File: config.mk
export PLATFORM = sky130hd
export DESIGN_NAME = sram_controller
export DESIGN_NICKNAME = d
export VERILOG_FILES = /design/src/rtl/sram_ctrl_pkg.sv /design/src/rtl/sram_phase_counter.sv /design/src/rtl/sram_controller.sv
export SDC_FILE = /design/constraint.sdc
export NUM_CORES = 1
export LEC_CHECK = 0
export CORE_AREA = 2 2 73 144
export DETAILED_ROUTE_END_ITERATION = 6
export DIE_AREA = 0 0 75 146
export HOLD_SLACK_MARGIN = 0.08
export PLACE_DENSITY = 0.85
export SYNTH_ARGS = -nofsm -noshare
export SYNTH_HDL_FRONTEND = slang
export SYNTH_SLANG_ARGS = --single-unit
File: constraint.sdc
create_clock -name clk -period 7.8 [get_ports clk]
set_input_delay 2.34 -clock clk [delete_from_list [all_inputs] [get_ports clk]]
set_output_delay 2.34 -clock clk [all_outputs]
set_load 0.02 [all_outputs]
File: src/rtl/sram_ctrl_pkg.sv
// Shared types and constants for the 16-bit external SRAM controller.
package sram_ctrl_pkg;

    localparam int unsigned SRAM_DW           = 16;
    localparam int unsigned DEFAULT_BASE_ADDR = 1024;
    localparam int unsigned DEFAULT_SRAM_AW   = 18;

    typedef enum logic [1:0] {
        IDLE,
        LOW,
        HIGH,
        DONE
    } state_e;

endpackage

File: src/rtl/sram_phase_counter.sv
// Loadable down-counter that times one halfword phase; last flags the final cycle.
module sram_phase_counter #(
    parameter int unsigned CW = 2
) (
    input  logic          clk,
    input  logic          rst,
    input  logic          load,
    input  logic [CW-1:0] load_val,
    output logic          last
);

    logic [CW-1:0] count_q;

    always_ff @(posedge clk) begin
        if (rst) begin
            count_q <= '0;
        end else if (load) begin
            count_q <= load_val;
        end else if (count_q != '0) begin
            count_q <= count_q - 1'b1;
        end
    end

    assign last = (count_q == CW'(1));

endmodule

File: src/rtl/sram_controller.sv
// Splits 32-bit MEM-stage accesses into two halfword SRAM phases, stalling via ready.
// Optional address bounds check enabled by defining SRAM_CTRL_BOUNDS_CHECK_EN.
module sram_controller
    import sram_ctrl_pkg::*;
#(
    parameter int unsigned BASE_ADDR    = DEFAULT_BASE_ADDR,
    parameter int unsigned PHASE_CYCLES = 3,
    parameter int unsigned SRAM_AW      = DEFAULT_SRAM_AW
) (
    input  logic               clk,
    input  logic               rst,
    input  logic               memRead,
    input  logic               memWrite,
    input  logic [31:0]        address,
    input  logic [31:0]        writeData,
    output logic [31:0]        readData,
    output logic               ready,
    output logic [SRAM_AW-1:0] sramAddr,
    output logic [SRAM_DW-1:0] sramDqOut,
    input  logic [SRAM_DW-1:0] sramDqIn,
    output logic               sramDqOe,
    output logic               sramWeN
`ifdef SRAM_CTRL_BOUNDS_CHECK_EN
    ,
    output logic               addrError
`endif
);

    localparam int unsigned CW = $clog2(PHASE_CYCLES + 1);
    localparam int unsigned WW = SRAM_AW - 1;

    state_e             state_q, state_d;
    logic               is_wr_q, is_wr_d;
    logic [WW-1:0]      word_q, word_d;
    logic [31:0]        wdata_q, wdata_d;
    logic [31:0]        off;
    logic               req;
    logic               cnt_load;
    logic               last;
    logic [SRAM_AW-1:0] addr_d;
    logic [SRAM_DW-1:0] dq_d;
    logic               oe_d;
    logic               wen_d;

    assign req = memRead | memWrite;
    assign off = address - BASE_ADDR;

`ifdef SRAM_CTRL_BOUNDS_CHECK_EN
    logic oob;
    logic unused_off;
    assign oob        = |off[31:SRAM_AW+1];
    assign unused_off = ^off[1:0];
`else
    logic unused_off;
    assign unused_off = ^{off[31:SRAM_AW+1], off[1:0]};
`endif

    sram_phase_counter #(
        .CW(CW)
    ) u_phase_counter (
        .clk     (clk),
        .rst     (rst),
        .load    (cnt_load),
        .load_val(CW'(PHASE_CYCLES)),
        .last    (last)
    );

    always_comb begin
        state_d  = state_q;
        is_wr_d  = is_wr_q;
        word_d   = word_q;
        wdata_d  = wdata_q;
        cnt_load = 1'b0;
        unique case (state_q)
            IDLE: begin
                if (req) begin
                    // Write wins when both strobes are up.
                    is_wr_d = memWrite;
                    word_d  = off[SRAM_AW:2];
                    wdata_d = writeData;
`ifdef SRAM_CTRL_BOUNDS_CHECK_EN
                    if (oob) begin
                        state_d = DONE;
                    end else begin
                        state_d  = LOW;
                        cnt_load = 1'b1;
                    end
`else
                    state_d  = LOW;
                    cnt_load = 1'b1;
`endif
                end
            end
            LOW: begin
                if (last) begin
                    state_d  = HIGH;
                    cnt_load = 1'b1;
                end
            end
            HIGH: begin
                if (last) begin
                    state_d = DONE;
                end
            end
            DONE:    state_d = IDLE;
            default: state_d = IDLE;
        endcase
    end

    // Pad outputs are registered from the next state so they line up with the phase cycles.
    always_comb begin
        addr_d = sramAddr;
        dq_d   = sramDqOut;
        oe_d   = 1'b0;
        wen_d  = 1'b1;
        if (state_d == LOW || state_d == HIGH) begin
            addr_d = {word_d, state_d == HIGH};
            dq_d   = (state_d == HIGH) ? wdata_d[31:16] : wdata_d[15:0];
            oe_d   = is_wr_d;
            wen_d  = ~is_wr_d;
        end
    end

    always_ff @(posedge clk) begin
        if (rst) begin
            state_q   <= IDLE;
            is_wr_q   <= 1'b0;
            word_q    <= '0;
            wdata_q   <= '0;
            readData  <= '0;
            sramAddr  <= '0;
            sramDqOut <= '0;
            sramDqOe  <= 1'b0;
            sramWeN   <= 1'b1;
        end else begin
            state_q   <= state_d;
            is_wr_q   <= is_wr_d;
            word_q    <= word_d;
            wdata_q   <= wdata_d;
            sramAddr  <= addr_d;
            sramDqOut <= dq_d;
            sramDqOe  <= oe_d;
            sramWeN   <= wen_d;
            if (!is_wr_q && last) begin
                if (state_q == LOW) begin
                    readData[15:0] <= sramDqIn;
                end else if (state_q == HIGH) begin
                    readData[31:16] <= sramDqIn;
                end
            end
        end
    end

`ifdef SRAM_CTRL_BOUNDS_CHECK_EN
    always_ff @(posedge clk) begin
        if (rst) begin
            addrError <= 1'b0;
        end else begin
            addrError <= (state_q == IDLE) && req && oob;
        end
    end
`endif

    assign ready = ((state_q == IDLE) && !req) || (state_q == DONE);

endmodule

==> impl_metrics.prom, run 1 <==
# TYPE chip_impl_metric gauge
chip_impl_metric{name="achievable-frequency",unit="GHz"} 0.158
chip_impl_metric{name="first_iter_violations",unit=""} 211
chip_impl_metric{name="cts-htree-levels",unit=""} 4
chip_impl_metric{name="die_w",unit="µm"} 75
chip_impl_metric{name="place_inst",unit=""} 766
chip_impl_metric{name="syn_area_per_cell",unit="µm²"} 8.97
chip_impl_info{name="final_cell_mix",value="sky130_fd_sc_hd__clkdlybuf4s50_1, sky130_fd_sc_hd__dfxtp_1, sky130_fd_sc_hd__nand2_1, sky130_fd_sc_hd__nor2_1, sky130_fd_sc_hd__a21oi_1"} 1
chip_impl_info{name="layout_commonest_cell",value="sky130_fd_sc_hd__clkdlybuf4s50_1"} 1
chip_impl_metric{name="nets",unit=""} 742
chip_impl_metric{name="route.detailed.drc",unit=""} 0
chip_impl_metric{name="numCtsBuffers",unit=""} 17
chip_impl_metric{name="vdd.ir_drop.worst",unit="mV"} 0.200
chip_impl_metric{name="number_of_instances_resized_during_post_cts_repair",unit=""} 0
chip_impl_metric{name="via_count",unit=""} 4387
chip_impl_info{name="worstSetupPathType",value="in2out"} 1
chip_impl_info{name="kind_of_start_point_of_the_critical_path",value="primary input"} 1
chip_impl_info{name="outcome",value="finished, final reports clean"} 1
chip_impl_metric{name="antenna_cells",unit=""} 0
chip_impl_metric{name="rel_slew_slack",unit=""} 0.423
chip_impl_metric{name="wire_length_of_the_first_global_routing_pass",unit="mm"} 20.6
chip_impl_metric{name="clock_insertion_delay_worst_skew",unit="ns"} 0.40
chip_impl_info{name="root_buffer",value="sky130_fd_sc_hd__clkbuf_16"} 1
chip_impl_metric{name="floorplan.rows",unit=""} 51
chip_impl_metric{name="antenna_violations_before_repair",unit=""} 0
chip_impl_metric{name="finalClockSkew",unit="ns"} 0.00704
chip_impl_metric{name="place.port_buffers",unit=""} 137
chip_impl_metric{name="grt_overflow",unit=""} 0
chip_impl_info{name="worst_setup_path_startpoint",value="memWrite"} 1
chip_impl_metric{name="fp.dieArea",unit="µm²"} 11000
chip_impl_metric{name="final-instance-count-excl-fill",unit=""} 798
chip_impl_metric{name="power_per_cell_area",unit="nW/µm²"} 303
chip_impl_metric{name="final.fill_count",unit=""} 765
chip_impl_metric{name="critical_path_peak_fanout",unit=""} 22
chip_impl_metric{name="drt-pass1-iter-count",unit=""} 5
chip_impl_metric{name="post_route_cells_drive_above_1_share",unit=""} 0.0811
chip_impl_metric{name="grt_max_degree",unit=""} 83
chip_impl_metric{name="critical_path_arrival",unit="ns"} 3.98
chip_impl_metric{name="totalPowerFinal",unit="W"} 0.00205
chip_impl_metric{name="syn-instance-count",unit=""} 531
chip_impl_info{name="hold_class",value="reg2reg"} 1
chip_impl_metric{name="start_util",unit=""} 0.488
chip_impl_metric{name="ys_seq_area_frac",unit=""} 0.513
chip_impl_metric{name="cts.reportedPaths.clkPinSlew",unit="ns"} 0.06
chip_impl_metric{name="clock-sinks",unit=""} 122
chip_impl_info{name="cts_tree",value="yes"} 1
chip_impl_metric{name="number_of_flops_mapped_to_enable_cells_by_yosys",unit=""} 0
chip_impl_metric{name="period_needed",unit="ns"} 6.32
chip_impl_metric{name="report.final.setup_viol",unit=""} 0
chip_impl_info{name="postSynth.topFlopCell",value="sky130_fd_sc_hd__dfxtp_1"} 1
chip_impl_metric{name="cellLeakagePower",unit="nW"} 2.55
chip_impl_metric{name="die_height",unit="µm"} 146
chip_impl_metric{name="track_usage",unit=""} 0.245
chip_impl_metric{name="ys_warn_count",unit=""} 0
chip_impl_metric{name="postRouteAntennaNets",unit=""} 0
chip_impl_metric{name="syn-cell-area",unit="µm²"} 4760
chip_impl_info{name="hp-start",value="readData[28]$_SDFFE_PP0P_"} 1
chip_impl_metric{name="detail_route.wl_per_cell",unit="µm"} 16.4
chip_impl_metric{name="placement.cell_area",unit="µm²"} 6150
chip_impl_metric{name="synth_cell_types",unit=""} 49
chip_impl_metric{name="finalHoldViolCount",unit=""} 0
chip_impl_metric{name="clockBufferDepth",unit=""} 2
chip_impl_metric{name="design.portCount",unit=""} 153
chip_impl_metric{name="drv_cap",unit=""} 0
chip_impl_metric{name="fin_crit_sh",unit=""} 0.810
chip_impl_metric{name="grt_pass1_vias",unit=""} 4375
chip_impl_metric{name="synthToLayoutAreaGrowth",unit="%"} 42.3
chip_impl_metric{name="cts_hold_buffers",unit=""} 0
chip_impl_metric{name="crit_required",unit="ns"} 5.46
chip_impl_metric{name="finalInstanceArea",unit="µm²"} 6780
chip_impl_metric{name="cts_post_setup_buffers_inserted",unit=""} 0
chip_impl_metric{name="postRouteWirelength",unit="mm"} 13.1
chip_impl_info{name="worst_setup_path_end_kind",value="primary output"} 1
chip_impl_info{name="worst_flop_to_flop_path_startpoint",value="u_phase_counter.count_q[0]$_SDFFE_PP0P_"} 1
chip_impl_metric{name="route.detailed.vias_per_inst",unit=""} 5.50
chip_impl_metric{name="pre_cts_slack",unit="ns"} 1.48
chip_impl_metric{name="synth_fp_nets",unit=""} 620
chip_impl_metric{name="coreArea",unit="µm²"} 9760
chip_impl_metric{name="setup_total_negative_slack",unit="ns"} 0
chip_impl_metric{name="worst_pin_slew",unit="ns"} 0.861
chip_impl_metric{name="dp.final_hpwl",unit="mm"} 8.81
chip_impl_metric{name="finalWeightedCongestion",unit=""} 0.775
chip_impl_metric{name="timing_max_transition_violations_final",unit=""} 0
chip_impl_metric{name="synth-async-reset-ratio",unit=""} 0
chip_impl_info{name="rsz_0062_raised_after_global_routing",value="no"} 1
chip_impl_metric{name="setup_ws",unit="ns"} 1.48
chip_impl_metric{name="yosys_register_bits",unit=""} 122
## critical path: stages
cell and delay [ns]:
sky130_fd_sc_hd__clkdlybuf4s50_1 0.43, sky130_fd_sc_hd__or2_1 0.23, sky130_fd_sc_hd__buf_4 0.20, sky130_fd_sc_hd__o21ai_0 0.15, sky130_fd_sc_hd__clkdlybuf4s50_1 0.62
## registers in the layout, summed over array words and instances, names as in the netlist
register / count
sramDqOe: 1
word_q: 17
u_phase_counter.count_q: 2
wdata_q: 32
is_wr_q: 1
sramAddr: 18
sramWeN: 1
state_q: 2
sramDqOut: 16
readData: 32
## synth_stat cells, types with 5 or more instances
| master | instances | area (µm²) |
|---|---|---|
| sky130_fd_sc_hd__ha_1 | 5 | 62.6 |
| sky130_fd_sc_hd__a211oi_1 | 10 | 75.1 |
| sky130_fd_sc_hd__nor2_1 | 51 | 191 |
| sky130_fd_sc_hd__a31oi_1 | 18 | 113 |
| sky130_fd_sc_hd__clkbuf_1 | 22 | 82.6 |
| sky130_fd_sc_hd__mux2i_1 | 26 | 260 |
| sky130_fd_sc_hd__dfxtp_1 | 122 | 2440 |
| sky130_fd_sc_hd__and4_1 | 7 | 61.3 |
| sky130_fd_sc_hd__nand2_1 | 96 | 360 |
| sky130_fd_sc_hd__nor3_1 | 14 | 70.1 |
| sky130_fd_sc_hd__and3_1 | 5 | 31.3 |
| sky130_fd_sc_hd__o221ai_1 | 10 | 87.6 |
| sky130_fd_sc_hd__inv_1 | 6 | 22.5 |
| sky130_fd_sc_hd__nand3_1 | 5 | 25.0 |
| sky130_fd_sc_hd__buf_2 | 8 | 40.0 |
| sky130_fd_sc_hd__o21ai_1 | 10 | 50.1 |
| sky130_fd_sc_hd__a21oi_1 | 48 | 240 |
| sky130_fd_sc_hd__nand3b_1 | 10 | 75.1 |
## stage by stage
stage | hold slack (ns) | utilization
finish | 0.456 | 0.695
global route | 0.475 | 0.695
CTS | 0.454 | 0.695
detailed placement | 0.446 | 0.630
global placement | 0.442 | 0.630
floorplan | 0.436 | -
## cell type report
type	instances	area (µm²)	share of cell area
flip-flops and latches	122	2440	0.360
multi-input cells	363	2110	0.312
repair buffers	142	1410	0.207
clock buffers	20	457	0.0673
clock inverters	12	171	0.0253
well taps	132	165	0.0244
inverters	7	26.3	0.00387
## final timing paths
path / to / slack, ns / cells after the start
worst max-delay path: ready / 1.48 / 5
worst min-delay path: readData[28]$_SDFFE_PP0P_ / 0.46 / 2
worst max register to register: sramDqOut[14]$_SDFFE_PP0P_ / 4.88 / 7
worst min register to register: readData[28]$_SDFFE_PP0P_ / 0.46 / 2
## cell families after synthesis
logic type,after synthesis,synth area share
AND/OR/NAND/NOR,210,0.211
flip-flops,122,0.513
AO/OA/AOI/OAI,118,0.157
buffers and inverters,46,0.0439
multiplexers,27,0.0570
adder cells (fa/ha/maj),5,0.0131
XOR/XNOR,3,0.00552
## metal layers
metal | vias up | wire length [µm] | global-route usage
li1 | 2091 | - | -
met1 | 2103 | 4730 | 0.246
met2 | 179 | 7520 | 0.452
met3 | 14 | 666 | 0.0630
met4 | 0 | 204 | 0.100
met5 | - | 0 | 0
## power by group
part           switching, W  internal (W)
Combinational      0.000274      0.000209
Sequential        0.0000415      0.000705
Clock              0.000273      0.000550
Total              0.000589       0.00146
(Power assumes the default switching activity.)
==> run 2, diff against run 1 <==
Settings changed: CORE_AREA 2 2 73 144 to 2 2 79 156, DIE_AREA 0 0 75 146 to 0 0 81 158, PLACE_DENSITY 0.85 to 0.77.
Clock period 7.8 ns to 5.57 ns, I/O delays scaled along.
==> run 2 against run 1 <==
- cell count up 1.9%
- combinational power is 39% higher
- clock power grew 24%
- total power is 33% higher
- hold slack got worse by 0.0014 ns
- via count decreased by 1.2%
- clock skew rose by 0.0071 ns
- non-clock buffer count grew 2
- first-iteration DRC count shrank 14%
- core utilization is 11 points lower
- sequential power grew 41%
==> impl_metrics.prom, run 2 (synthesized netlist as in run 1, its figures left out) <==
# TYPE chip_impl_metric gauge
chip_impl_info{name="outcome",value="finished, final reports clean"} 1
chip_impl_metric{name="finalWeightedCongestion",unit=""} 0.798
chip_impl_metric{name="power.switching",unit="W"} 0.000819
chip_impl_metric{name="grt_max_degree",unit=""} 79
chip_impl_info{name="kind_of_start_point_of_the_critical_path",value="primary input"} 1
chip_impl_metric{name="route.detailed.vias_per_inst",unit=""} 5.33
chip_impl_metric{name="clockBufferDepth",unit=""} 2
chip_impl_metric{name="achievable-frequency",unit="GHz"} 0.198
chip_impl_metric{name="grt_overflow",unit=""} 0
chip_impl_metric{name="place.port_buffers",unit=""} 137
chip_impl_info{name="worst_setup_path_startpoint",value="memWrite"} 1
chip_impl_metric{name="r2r.worst_path.cells",unit=""} 6
chip_impl_metric{name="pwr-share-comb",unit=""} 0.246
chip_impl_metric{name="swShare",unit=""} 0.300
chip_impl_info{name="worst_flop_to_flop_path_startpoint",value="state_q[0]$_SDFF_PP0_"} 1
chip_impl_metric{name="worstHoldPathCells",unit=""} 2
chip_impl_info{name="crit-reg2reg-capture",value="sramAddr[3]$_SDFFE_PP0P_"} 1
chip_impl_metric{name="route.detailed.drc",unit=""} 0
chip_impl_info{name="root_buffer",value="sky130_fd_sc_hd__clkbuf_16"} 1
chip_impl_metric{name="numCtsBuffers",unit=""} 17
chip_impl_metric{name="via_count",unit=""} 4333
chip_impl_metric{name="r2r_setup_slack",unit="ns"} 2.67
chip_impl_metric{name="post_route_cells_drive_above_1_share",unit=""} 0.0823
chip_impl_info{name="worstSetupPathType",value="in2out"} 1
chip_impl_metric{name="timing_max_transition_violations_final",unit=""} 0
chip_impl_metric{name="grt_pass1_vias",unit=""} 4266
chip_impl_metric{name="fp.dieArea",unit="µm²"} 12800
chip_impl_info{name="rsz_0062_raised_after_global_routing",value="no"} 1
chip_impl_metric{name="die_height",unit="µm"} 158
chip_impl_metric{name="place_inst",unit=""} 781
chip_impl_metric{name="detail_route.wl_per_cell",unit="µm"} 15.6
chip_impl_metric{name="setup_total_negative_slack",unit="ns"} 0
chip_impl_info{name="crit_end",value="ready"} 1
chip_impl_metric{name="clkPwrFrac",unit=""} 0.372
chip_impl_metric{name="clock_insertion_delay_worst_skew",unit="ns"} 0.41
chip_impl_metric{name="critical_path_arrival",unit="ns"} 3.38
chip_impl_metric{name="coreArea",unit="µm²"} 11600
chip_impl_metric{name="power_per_cell_area",unit="nW/µm²"} 406
chip_impl_metric{name="crit_required",unit="ns"} 3.90
chip_impl_metric{name="synthToLayoutAreaGrowth",unit="%"} 41.5
chip_impl_metric{name="cellLeakagePower",unit="nW"} 2.52
chip_impl_metric{name="seqCellArea",unit="µm²"} 2440
chip_impl_metric{name="p_seq_frac",unit=""} 0.382
chip_impl_metric{name="period_needed",unit="ns"} 5.05
chip_impl_metric{name="die_w",unit="µm"} 81
chip_impl_metric{name="final.fill_count",unit=""} 1055
chip_impl_metric{name="cell_internal_power",unit="W"} 0.00192
chip_impl_metric{name="cts_post_setup_buffers_inserted",unit=""} 0
chip_impl_metric{name="postRouteAntennaNets",unit=""} 0
chip_impl_info{name="worst_setup_path_end_kind",value="primary output"} 1
chip_impl_metric{name="finalHoldViolCount",unit=""} 0
chip_impl_info{name="final_cell_mix",value="sky130_fd_sc_hd__clkdlybuf4s50_1, sky130_fd_sc_hd__dfxtp_1, sky130_fd_sc_hd__nand2_1, sky130_fd_sc_hd__nor2_1, sky130_fd_sc_hd__a21oi_1"} 1
chip_impl_metric{name="first_iter_violations",unit=""} 181
chip_impl_metric{name="antenna_cells",unit=""} 0
chip_impl_metric{name="postRouteWirelength",unit="mm"} 12.7
chip_impl_metric{name="cts-htree-levels",unit=""} 4
chip_impl_info{name="cts_tree",value="yes"} 1
chip_impl_metric{name="track_usage",unit=""} 0.199
chip_impl_metric{name="critical_path_peak_fanout",unit=""} 3
chip_impl_metric{name="dp.final_hpwl",unit="mm"} 8.98
chip_impl_metric{name="fin_crit_sh",unit=""} 0.907
chip_impl_metric{name="cts.reportedPaths.clkPinSlew",unit="ns"} 0.05
chip_impl_metric{name="drv_cap",unit=""} 0
chip_impl_metric{name="final-instance-count-excl-fill",unit=""} 813
chip_impl_metric{name="drt-pass1-iter-count",unit=""} 5
chip_impl_metric{name="antenna_violations_before_repair",unit=""} 0
chip_impl_info{name="layout_commonest_cell",value="sky130_fd_sc_hd__clkdlybuf4s50_1"} 1
chip_impl_metric{name="start_util",unit=""} 0.410
chip_impl_metric{name="worst_pin_slew",unit="ns"} 0.869
chip_impl_metric{name="vdd.ir_drop.worst",unit="mV"} 0.262
chip_impl_metric{name="nets",unit=""} 744
chip_impl_metric{name="whs",unit="ns"} 0.454
chip_impl_metric{name="number_of_instances_resized_during_post_cts_repair",unit=""} 0
chip_impl_info{name="reg_top3",value="readData: 32 flops, wdata_q: 32 flops, sramAddr: 18 flops"} 1
chip_impl_metric{name="multiInputGateArea",unit="µm²"} 2110
chip_impl_metric{name="design.portCount",unit=""} 153
chip_impl_metric{name="clock-sinks",unit=""} 122
chip_impl_info{name="hold_class",value="reg2reg"} 1
chip_impl_metric{name="report.final.setup_viol",unit=""} 0
chip_impl_metric{name="finalClockSkew",unit="ns"} 0.0142
chip_impl_metric{name="floorplan.rows",unit=""} 56
chip_impl_metric{name="cts_hold_buffers",unit=""} 0
chip_impl_metric{name="rel_slew_slack",unit=""} 0.418
chip_impl_metric{name="wire_length_of_the_first_global_routing_pass",unit="mm"} 19.7
[run 2: cell type report]
cell class                      count  share of cell area
Sequential cell                   122               0.362
Multi-Input combinational cell    363               0.313
Timing Repair Buffer              144               0.211
Clock buffer                       21              0.0683
Tap cell                          145              0.0269
Clock inverter                     11              0.0145
Inverter                            7             0.00390
[run 2: routing by layer]
metal,up-vias,GRT usage,share of wire
li1,2111,-,-
met1,2030,0.206,0.38
met2,151,0.356,0.53
met3,41,0.0376,0.044
met4,0,0.125,0.043
met5,-,0,0
[run 2: worst min-delay path by stage]
stage | startpoint | endpoint | slack [ns]
after floorplan | wdata_q[0]$_SDFF_PP0_ | wdata_q[0]$_SDFF_PP0_ | 0.44
after global placement | wdata_q[17]$_SDFF_PP0_ | wdata_q[17]$_SDFF_PP0_ | 0.44
after detailed placement | wdata_q[17]$_SDFF_PP0_ | wdata_q[17]$_SDFF_PP0_ | 0.45
after CTS | wdata_q[17]$_SDFF_PP0_ | wdata_q[17]$_SDFF_PP0_ | 0.46
after global routing | readData[5]$_SDFFE_PP0P_ | readData[5]$_SDFFE_PP0P_ | 0.48
final | readData[10]$_SDFFE_PP0P_ | readData[10]$_SDFFE_PP0P_ | 0.45
[run 2: critical path, cell delays in order]
cell                              delay [ns]
sky130_fd_sc_hd__clkdlybuf4s50_1        0.45
sky130_fd_sc_hd__or2_1                  0.26
sky130_fd_sc_hd__o21ai_0                0.32
sky130_fd_sc_hd__clkdlybuf4s50_1        0.68
[run 2: power by group through the flow]
stage	clock network, W	registers, W	logic [W]
after global placement	0	0.00106	0.000654
after floorplan	0	0.00113	0.000325
after detailed placement	0	0.00106	0.000673
final	0.00102	0.00105	0.000673
after global routing	0.00108	0.00106	0.000728
after CTS	0.00104	0.00105	0.000678
[run 2: stage by stage]
step                      setup WS (ns)  utilization  area (µm²)  total power [W]
after floorplan                    1.27            -        4760          0.00146
after global placement            0.504        0.532        6180          0.00171
after detailed placement          0.495        0.532        6180          0.00174
after CTS                         0.494        0.580        6740          0.00276
after global routing              0.474        0.580        6740          0.00286
final                             0.519        0.580        6740          0.00274
